--- config.mk ---
export PLATFORM = sky130hd
export DESIGN_NAME = ball_engine
export DESIGN_NICKNAME = d
export VERILOG_FILES = /design/src/rtl/ball_engine.sv
export SDC_FILE = /design/constraint.sdc
export NUM_CORES = 1
export LEC_CHECK = 0
export BUFFER_PORTS_ARGS = -buffer_cell sky130_fd_sc_hd__buf_2
export CAP_MARGIN = 20
export CORE_ASPECT_RATIO = 1.4
export CORE_MARGIN = 2
export CORE_UTILIZATION = 45
export CTS_CLUSTER_SIZE = 10
export DETAILED_ROUTE_END_ITERATION = 6
export PLACE_DENSITY_LB_ADDON = 0.08
export SYNTH_ARGS = -nofsm -noshare
export SYNTH_HDL_FRONTEND = slang
export SYNTH_SLANG_ARGS = --single-unit
--- constraint.sdc ---
create_clock -name clk -period 2.8 [get_ports clk]
set_input_delay 0.56 -clock clk [delete_from_list [all_inputs] [get_ports clk]]
set_output_delay 0.56 -clock clk [all_outputs]
set_load 0.01 [all_outputs]
--- src/rtl/ball_engine.sv ---
// ball_engine: owns the pong ball (position, direction, wall/paddle bounce and
// miss decisions) and redraws it once per frame tick by erasing the old square,
// moving it, then drawing the new square one pixel per cycle on the VGA bus.
// Optional build macro: BALL_SCORE_EN adds a saturating paddle-hit counter on
// the score output; without it score is constant zero.
module ball_engine #(
  parameter int         SCREEN_W    = 160,
  parameter int         SCREEN_H    = 120,
  parameter int         BALL_SIZE   = 2,
  parameter int         PADDLE_W    = 16,
  parameter int         BALL_X0     = 80,
  parameter int         BALL_Y0     = 20,
  parameter logic [2:0] BALL_COLOUR = 3'b111
) (
  input  logic       clk,
  input  logic       resetn,
  input  logic       enable,
  input  logic       tick,
  input  logic [7:0] paddle_x,
  input  logic [6:0] paddle_y,
  output logic [7:0] x_out,
  output logic [6:0] y_out,
  output logic [2:0] colour_out,
  output logic       plot,
  output logic       busy,
  output logic       hit,
  output logic       miss,
  output logic [7:0] score
);

  // Pixel counter width; a 1x1 ball still gets a 1-bit counter.
  localparam int            CW    = (BALL_SIZE > 1) ? $clog2(BALL_SIZE) : 1;
  localparam logic [CW-1:0] LAST  = CW'(BALL_SIZE - 1);
  localparam logic [8:0]    SIZE9 = 9'(BALL_SIZE);
  localparam logic [8:0]    W9    = 9'(SCREEN_W);
  localparam logic [8:0]    H9    = 9'(SCREEN_H);
  localparam logic [8:0]    PW9   = 9'(PADDLE_W);
  localparam logic [7:0]    X0    = 8'(BALL_X0);
  localparam logic [6:0]    Y0    = 7'(BALL_Y0);

  typedef enum logic [1:0] {S_WAIT, S_ERASE, S_MOVE, S_DRAW} state_t;

  state_t        state_q;
  logic [7:0]    ball_x_q, ball_x_d;
  logic [6:0]    ball_y_q, ball_y_d;
  logic          dx_neg_q, dx_neg_d;
  logic          dy_neg_q, dy_neg_d;
  logic [CW-1:0] col_q, row_q;
  logic          hit_q, miss_q;
  logic          hit_d, miss_d;
  logic          pix_last;
  logic [8:0]    bx9, by9, px9, py9;

  assign pix_last = (col_q == LAST) && (row_q == LAST);

  // Next ball position/direction; comparisons widened to 9 bits so edge tests never wrap.
  always_comb begin
    bx9      = {1'b0, ball_x_q};
    by9      = {2'b00, ball_y_q};
    px9      = {1'b0, paddle_x};
    py9      = {2'b00, paddle_y};
    ball_x_d = ball_x_q;
    ball_y_d = ball_y_q;
    dx_neg_d = dx_neg_q;
    dy_neg_d = dy_neg_q;
    hit_d    = 1'b0;
    miss_d   = 1'b0;

    if (!dx_neg_q && (bx9 + SIZE9 >= W9)) begin
      dx_neg_d = 1'b1;
      ball_x_d = ball_x_q - 8'd1;
    end else if (dx_neg_q && (ball_x_q == 8'd0)) begin
      dx_neg_d = 1'b0;
      ball_x_d = 8'd1;
    end else if (dx_neg_q) begin
      ball_x_d = ball_x_q - 8'd1;
    end else begin
      ball_x_d = ball_x_q + 8'd1;
    end

    if (dy_neg_q && (ball_y_q == 7'd0)) begin
      dy_neg_d = 1'b0;
      ball_y_d = 7'd1;
    end else if (!dy_neg_q && (by9 + SIZE9 == py9) && (bx9 + SIZE9 > px9) && (bx9 < px9 + PW9)) begin
      dy_neg_d = 1'b1;
      ball_y_d = ball_y_q - 7'd1;
      hit_d    = 1'b1;
    end else if (!dy_neg_q && (by9 + SIZE9 >= H9)) begin
      // Respawn: the horizontal result of this frame is thrown away, dx is kept.
      miss_d   = 1'b1;
      ball_x_d = X0;
      ball_y_d = Y0;
      dx_neg_d = dx_neg_q;
      dy_neg_d = 1'b0;
    end else if (dy_neg_q) begin
      ball_y_d = ball_y_q - 7'd1;
    end else begin
      ball_y_d = ball_y_q + 7'd1;
    end
  end

  // Frame sequencer: WAIT -> ERASE (pixels) -> MOVE -> DRAW (pixels) -> WAIT.
  always_ff @(posedge clk) begin
    if (!resetn) begin
      state_q  <= S_WAIT;
      ball_x_q <= X0;
      ball_y_q <= Y0;
      dx_neg_q <= 1'b0;
      dy_neg_q <= 1'b0;
      col_q    <= '0;
      row_q    <= '0;
      hit_q    <= 1'b0;
      miss_q   <= 1'b0;
    end else begin
      hit_q  <= 1'b0;
      miss_q <= 1'b0;
      case (state_q)
        S_WAIT: begin
          col_q <= '0;
          row_q <= '0;
          if (tick && enable) state_q <= S_ERASE;
        end
        S_ERASE, S_DRAW: begin
          if (col_q == LAST) begin
            col_q <= '0;
            row_q <= row_q + 1'b1;
          end else begin
            col_q <= col_q + 1'b1;
          end
          if (pix_last) begin
            col_q   <= '0;
            row_q   <= '0;
            state_q <= (state_q == S_ERASE) ? S_MOVE : S_WAIT;
          end
        end
        S_MOVE: begin
          ball_x_q <= ball_x_d;
          ball_y_q <= ball_y_d;
          dx_neg_q <= dx_neg_d;
          dy_neg_q <= dy_neg_d;
          hit_q    <= hit_d;
          miss_q   <= miss_d;
          state_q  <= S_DRAW;
        end
        default: state_q <= S_WAIT;
      endcase
    end
  end

  // Pixel bus decoded from state and pixel counter; idle bus is all zeros.
  always_comb begin
    plot       = 1'b0;
    x_out      = 8'd0;
    y_out      = 7'd0;
    colour_out = 3'b000;
    if ((state_q == S_ERASE) || (state_q == S_DRAW)) begin
      plot       = 1'b1;
      x_out      = ball_x_q + 8'(col_q);
      y_out      = ball_y_q + 7'(row_q);
      colour_out = (state_q == S_DRAW) ? BALL_COLOUR : 3'b000;
    end
  end

  assign busy = (state_q != S_WAIT);
  assign hit  = hit_q;
  assign miss = miss_q;

`ifdef BALL_SCORE_EN
  logic [7:0] score_q;

  // Paddle-hit counter, saturating; only reset clears it.
  always_ff @(posedge clk) begin
    if (!resetn) begin
      score_q <= 8'd0;
    end else if ((state_q == S_MOVE) && hit_d && (score_q != 8'hFF)) begin
      score_q <= score_q + 8'd1;
    end
  end

  assign score = score_q;
`else
  assign score = 8'd0;
`endif

endmodule
==> results of run 1 <==
-- how the worst min path moves through the flow --
stage          cells past startpoint  slack (ns)  endpoint  start
5_1_grt                            2        0.57     row_q  row_q
2_1_floorplan                      2        0.47     row_q  row_q
3_3_place_gp                       2        0.49     row_q  row_q
4_1_cts                            2        0.53     row_q  row_q
3_5_place_dp                       2        0.52     row_q  row_q
6_report                           2        0.53     row_q  row_q
-- stage by stage --
| stage | setup WS (ns) | power (mW) |
|---|---|---|
| 3_3_place_gp | -0.0544 | 1.34 |
| 4_1_cts | 0.00587 | 1.56 |
| 3_5_place_dp | -0.118 | 1.34 |
| 2_1_floorplan | 0.0106 | 1.04 |
| 5_1_grt | -0.00572 | 1.70 |
| 6_report | 0.0966 | 1.57 |
-- cells by family (layout without fill, tap and decap cells) --
kind of cell	count (synthesis)	after routing	share of synthesized area, %
other	1	8	0.131
and+or+nand+nor	140	140	25.0
AOI/OAI and AO/OA	76	77	19.7
buffers and inverters	62	116	10.1
DFF	23	23	16.1
xor gates and xnor gates	30	30	9.18
muxes	12	12	4.42
adders and majority gates	35	35	15.3
-- metal layers --
layer | up-vias | wire, um | part of all wire (%)
met1 | 1350 | 3370 | 42
met4 | 0 | 172 | 2.1
li1 | 1449 | - | -
met2 | 48 | 4320 | 54
met5 | - | 0 | 0
met3 | 13 | 212 | 2.6
-- synth_stat cells (all sizes together) (2+ instances only) --
cell type / n / share of area, %
a211o: 3 / 0.92
a211oi: 6 / 1.7
a21oi: 12 / 2.5
a221oi: 3 / 1.4
a31o: 2 / 0.61
a31oi: 2 / 0.66
and2: 7 / 1.5
and3: 6 / 1.3
buf: 22 / 4.9
clkbuf: 13 / 1.7
dfxtp: 23 / 16
ha: 35 / 15
inv: 27 / 3.5
mux2: 2 / 0.92
mux2i: 10 / 3.5
nand2: 35 / 4.6
nand3: 20 / 3.5
nand4: 8 / 1.7
nor2: 31 / 4.1
nor2b: 4 / 0.87
nor3: 9 / 1.6
nor4: 5 / 1.1
nor4b: 2 / 1.1
o211a: 2 / 0.70
o211ai: 5 / 1.3
o21ai: 19 / 3.3
o221ai: 3 / 0.92
o22ai: 4 / 0.87
o31ai: 4 / 1.0
o32ai: 2 / 0.61
or3: 4 / 0.87
or3b: 2 / 0.61
xnor2: 18 / 5.5
xor2: 12 / 3.7
-- where the power goes --
group	leakage (nW)	switching (mW)	internal (mW)	total, mW
clock network	0.0255	0.113	0.0993	0.213
logic	1.40	0.542	0.378	0.920
registers	0.187	0.0623	0.373	0.435
-- what timing repair did --
action / CTS / global route
resized for setup: 4 / 20
pin swaps: 2 / 5
buffers inserted: 0 / 5
cloned: 0 / 1
endpoints found under the setup margin: 3 / 16
-- flip-flops by register name (all words and copies together) (netlist names) --
register,count
ball_x_q,8
ball_y_q,7
state_q,2
col_q,1
dx_neg_q,1
dy_neg_q,1
hit,1
miss,1
row_q,1
-- worst register-to-register path, stage by stage, from the launching register on --
cell	delay (ns)
dfxtp_2	0.35
buf_4	0.15
and4_4	0.24
nand2_1	0.07
xnor2_1	0.12
ha_1	0.29
o21ai_0	0.08
nor2_1	0.05
nor3_1	0.15
buf_4	0.15
nor4b_4	0.04
buf_6	0.15
a211oi_4	0.32
buf_6	0.18
a211oi_1	0.05
a31o_2	0.22
-- layout make-up --
type / instances / area [sq um]
multi-input combinational: 302 / 2220
clock buffer: 3 / 41.3
tap: 72 / 90.1
clock inverter: 1 / 5.00
fill: 625 / 2690
timing repair buffer: 85 / 553
inverter: 27 / 101
sequential: 23 / 472
==> results.md, run 1 <==
* Post-route ant nets at 0
* Clock root buffer: clkbuf_8
* Min Clock Period, post-route at 2.70 ns
* Post-synth EDFFs at 0
* Number of vias in the routed layout at 2,860
* Mapped Area at 2860 sq um
* Bufs on Longest Clock Path at 2
* Most common cell after layout, fill and taps aside: buf_4
* Post-synth cell types at 62
* First-pass GRT wire length at 13,000 um
* Critical Path Start: ball_x_q[3]
* Critical Path AT at 2.87 ns
* DIE WIDTH at 71.4 um
* Pre-antenna DRT Iters at 4
* Hold slack at 0.532 ns
* YS warnings at 0
* Critical path startpoint category: flop
* Max stage delay on crit path at 0.35 ns
* # clock sinks at 23
* Crit path max-delay family: compound AO/OA/AOI/OAI gates
* RePlAce Congestion at 0.893
* Antenna cell count at 0
* Final std cells w/o fill at 513
* Post-Layout Inst Area at 3480 sq um
* Gr busiest metal: met2
* GR Util All Layers at 22.8%
* Critical R2R Capture: ball_x_q[0]
* Finished Core Util at 56.5%
* Hold buffers post-CTS at 0
* Hold WC Path Type: flop to flop
* Iter 0 DRT Violations at 171
* Nets at 496
* Critical path class: flop to flop
* M1 GR Usage at 26.9%
* Fin crit share at 96.6%
* Clock latency at the later pin of the worst-skew pair at 0.26 ns
* Antenna violations before repair at 0
* Asr flop ratio synth at 0%
* Remaining global-route overflow at 0
* Crit end category: flop
* Clock Pin Slew Worst Setup and Hold Paths at 0.09 ns
* Placed Instances at 503
* Crit path to: ball_x_q[0]
* DP HPWL at 6250 um
* I/O pin count at 49
* Die Ht at 98.4 um
* Crit path required time at 2.96 ns
* FP Rows at 34
* Reg-to-Reg Start: ball_x_q[3]
* WP buf/inv at 4
* Post-Route WL at 8080 um
* Routed length per placed instance at 15.7 um
* R2R depth at 15
* Register area share after synthesis at 16.1%
* Slowest-stage cell, CP: dfxtp_2
* Yosys reg bits at 23
* Vias per Instance at 5.58
* TritonCTS Buffers at 3
* R2R Setup Slk at 0.1 ns
* CP cell instances: buf_4 -> and4_4 -> nand2_1 -> xnor2_1 -> ha_1 -> o21ai_0 -> nor2_1 -> nor3_1 -> buf_4 -> nor4b_4 -> buf_6 -> a211oi_4 -> buf_6 -> a211oi_1 -> a31o_2
* I/O Buffers at 40
* Critical path depth at 15
* Die area at 7020 sq um
* Leakage at 1.61 nW
* CTS tree: yes
* Initial Util at 46.4%
* Most frequent cells in the layout: 41 x buf_4, 40 x buf_2, 35 x nand2_1
* Area Overhead vs Synth at 21.7%
* Met3 usage at 1.03%
* Synth Area per Inst at 7.55 sq um
* Setup TNS at 0 ns
* Number of global-route vias before repair at 2,720
* Syn Inst Count at 379
* Fmax at 370 MHz
* Max_cap viols at 0
* Largest net degree at the start of global routing at 25
* H-tree depth at 1
* Residual DRC count at 0
* Final setup vio count at 0
* Grt met2 use at 42.4%
* Slew Viols, Final at 0
* Core footprint at 6170 sq um
* Setup Skew at 0.00401 ns
* Outcome: finished clean
* Max VDD drop at 454 uV
* Share of cells above drive strength 1 at 27.4%
* Cell Area, Placed at 3290 sq um
* Post-synth top flop: dfxtp_1
* Final hold vios at 0
* Power Density at 450 nW/um^2
* Crit-path max FO at 7
Power figures use the tool's default switching activity.
==> run 2, diff against run 1 <==
Settings changed: GPL_TIMING_DRIVEN set to 0, PLACE_DENSITY set to 0.69, PLACE_DENSITY_LB_ADDON 0.08 to unset.
==> run 2 against run 1 <==
  * The flow now finishes with violations (negative setup slack)
  * Sequential power fell by 2%
  * Maximum frequency fell by 4.4%
  * Critical path depth fell by 3
  * Final cell count rose by 1.9%
  * Register-to-register slack got worse by 0.12 ns
  * Non-clock buffer count rose by 10
  * Cell area rose by 4.0%
  * Global-route usage rose by 0.35 points
  * Largest power group unchanged
  * Highest routed layer unchanged
==> results.md, run 2 (synthesis gave the netlist of run 1 again) <==
* Outcome: complete, but fails checks
* Violated checks: negative setup slack
* Final hold vios at 0
* Iter 0 DRT Violations at 232
* Slew HR at 58.6%
* I/O Buffers at 40
* Fin crit share at 101%
* H-tree depth at 1
* Nets at 506
* Top Registers: ball_x_q: 8 flops, ball_y_q: 7 flops, state_q: 2 flops
* GR Util All Layers at 23.1%
* Max reg flops at 8
* FP Rows at 34
* RePlAce Congestion at 0.893
* Setup Skew at 0.00897 ns
* Slew @ Worst Pin at 0.621 ns
* Placed Instances at 498
* HP Start: row_q
* RSZ-0062 raised after global routing: true
* Post-Route WL at 8170 um
* Critical path startpoint category: flop
* Hold WC Path Type: flop to flop
* Largest net degree at the start of global routing at 13
* Multi-input logic area at 2300 sq um
* Crit end category: flop
* Fmax at 354 MHz
* Pre-CTS WS at -0.472 ns
* Crit path required time at 2.96 ns
* Routed length per placed instance at 15.6 um
* Hold buffers post-CTS at 0
* Clock network fraction of total power at 13.4%
* Slew Viols, Final at 0
* Antenna cell count at 0
* Switching share of power at 46.2%
* Die Ht at 98.4 um
* Crit-path max FO at 8
* Bufs on Longest Clock Path at 2
* Max_cap viols at 0
* Clock Pin Slew Worst Setup and Hold Paths at 0.09 ns
* Most common cell after layout, fill and taps aside: buf_2
* First-pass GRT wire length at 13,200 um
* DP HPWL at 6110 um
* Most frequent cells in the layout: 43 x buf_2, 34 x nand2_1, 34 x ha_1
* Setup TNS at -0.0683 ns
* Final Power at 1.61 mW
* Biggest register: ball_x_q
* Power Density at 444 nW/um^2
* TritonCTS Buffers at 3
* Core footprint at 6170 sq um
* Int Pwr at 0.864 mW
* Pre-antenna DRT Iters at 6
* Critical Path AT at 2.99 ns
* Area Overhead vs Synth at 26.5%
* Post-route ant nets at 0
* Number of vias in the routed layout at 3,031
* Share of cells above drive strength 1 at 28.4%
* Residual DRC count at 0
* Post-route setup slack at -0.0283 ns
* Clock latency at the later pin of the worst-skew pair at 0.27 ns
* Min Clock Period, post-route at 2.83 ns
* Critical Path Start: ball_x_q[1]
* Leakage at 1.67 nW
* Vias per Instance at 5.80
* Max VDD drop at 324 uV
* Finished Core Util at 58.7%
* Sequential Area at 473 sq um
* I/O pin count at 49
* Clock root buffer: clkbuf_8
* Fillcell total at 578
* Antenna violations before repair at 0
* Die area at 7020 sq um
* Remaining global-route overflow at 0
* Reg-to-Reg Start: ball_x_q[1]
* Gate power share at 60.1%
* DIE WIDTH at 71.4 um
* CTS tree: yes
* Critical path class: flop to flop
* Final std cells w/o fill at 523
* Final setup vio count at 5
* Psw at 0.743 mW
* Initial Util at 46.4%
* Sequential share of power at 26.5%
* Number of global-route vias before repair at 2,848
* # clock sinks at 23
[run 2: changes by cell type in the layout (fill, tap and decap cells not counted), sizes merged]
cell	delta
buf	-3
clkbuf	+14
clkinv	-1
[run 2: power by group through the flow]
stage	sequential, mW	combinational (mW)	clock [mW]
finish	0.426	0.966	0.215
global route	0.435	1.06	0.230
CTS	0.424	0.933	0.215
detailed placement	0.432	0.874	0
global placement	0.429	0.856	0
floorplan	0.417	0.624	0
[run 2: worst max-delay path: stages, from the launching register on]
cell and delay (ns):
dfxtp_4 0.38, ha_1 0.16, buf_6 0.14, nand3_4 0.11
xnor2_2 0.16, ha_1 0.21, a211o_1 0.33, nor4_4 0.30
nor3_4 0.07, buf_12 0.15, a21oi_4 0.22, mux2_4 0.32
o32a_1 0.16
[run 2: metrics by stage]
stage                     area [sq um]  hold WS, ns
after floorplan                   2900        0.474
after global placement            3190        0.507
after detailed placement          3190        0.509
after CTS                         3480        0.522
after global routing              3620        0.536
final                             3620        0.525
[run 2: what timing repair did]
item                       in CTS  in global routing
gates resized for setup        47                 10
setup endpoints to repair      27                 16
hold endpoints to repair        0                  0
setup buffers                   7                 14
pin swaps                       9                 12
gates cloned                    2                  0
[run 2: final cells by class]
cell class | count | area share (%)
Buffer | 35 | 6.77
Timing Repair Buffer | 60 | 10.1
Multi-Input combinational cell | 302 | 63.5
Clock buffer | 4 | 1.24
Sequential cell | 23 | 13.1
Tap cell | 72 | 2.49
Inverter | 27 | 2.80
[run 2: worst paths after layout]
check        slack (ns)  cells after the start          end
max               -0.03                     12  ball_y_q[4]
min                0.52                      2        row_q
max reg2reg       -0.03                     12  ball_y_q[4]
min reg2reg        0.52                      2        row_q
[run 2: routing by layer]
layer,up-vias,global-route usage (%),routed length (um)
met5,-,0,0
met4,0,11.3,387
met3,27,1.34,325
met2,102,41.2,4170
met1,1424,27.4,3290
li1,1478,-,-
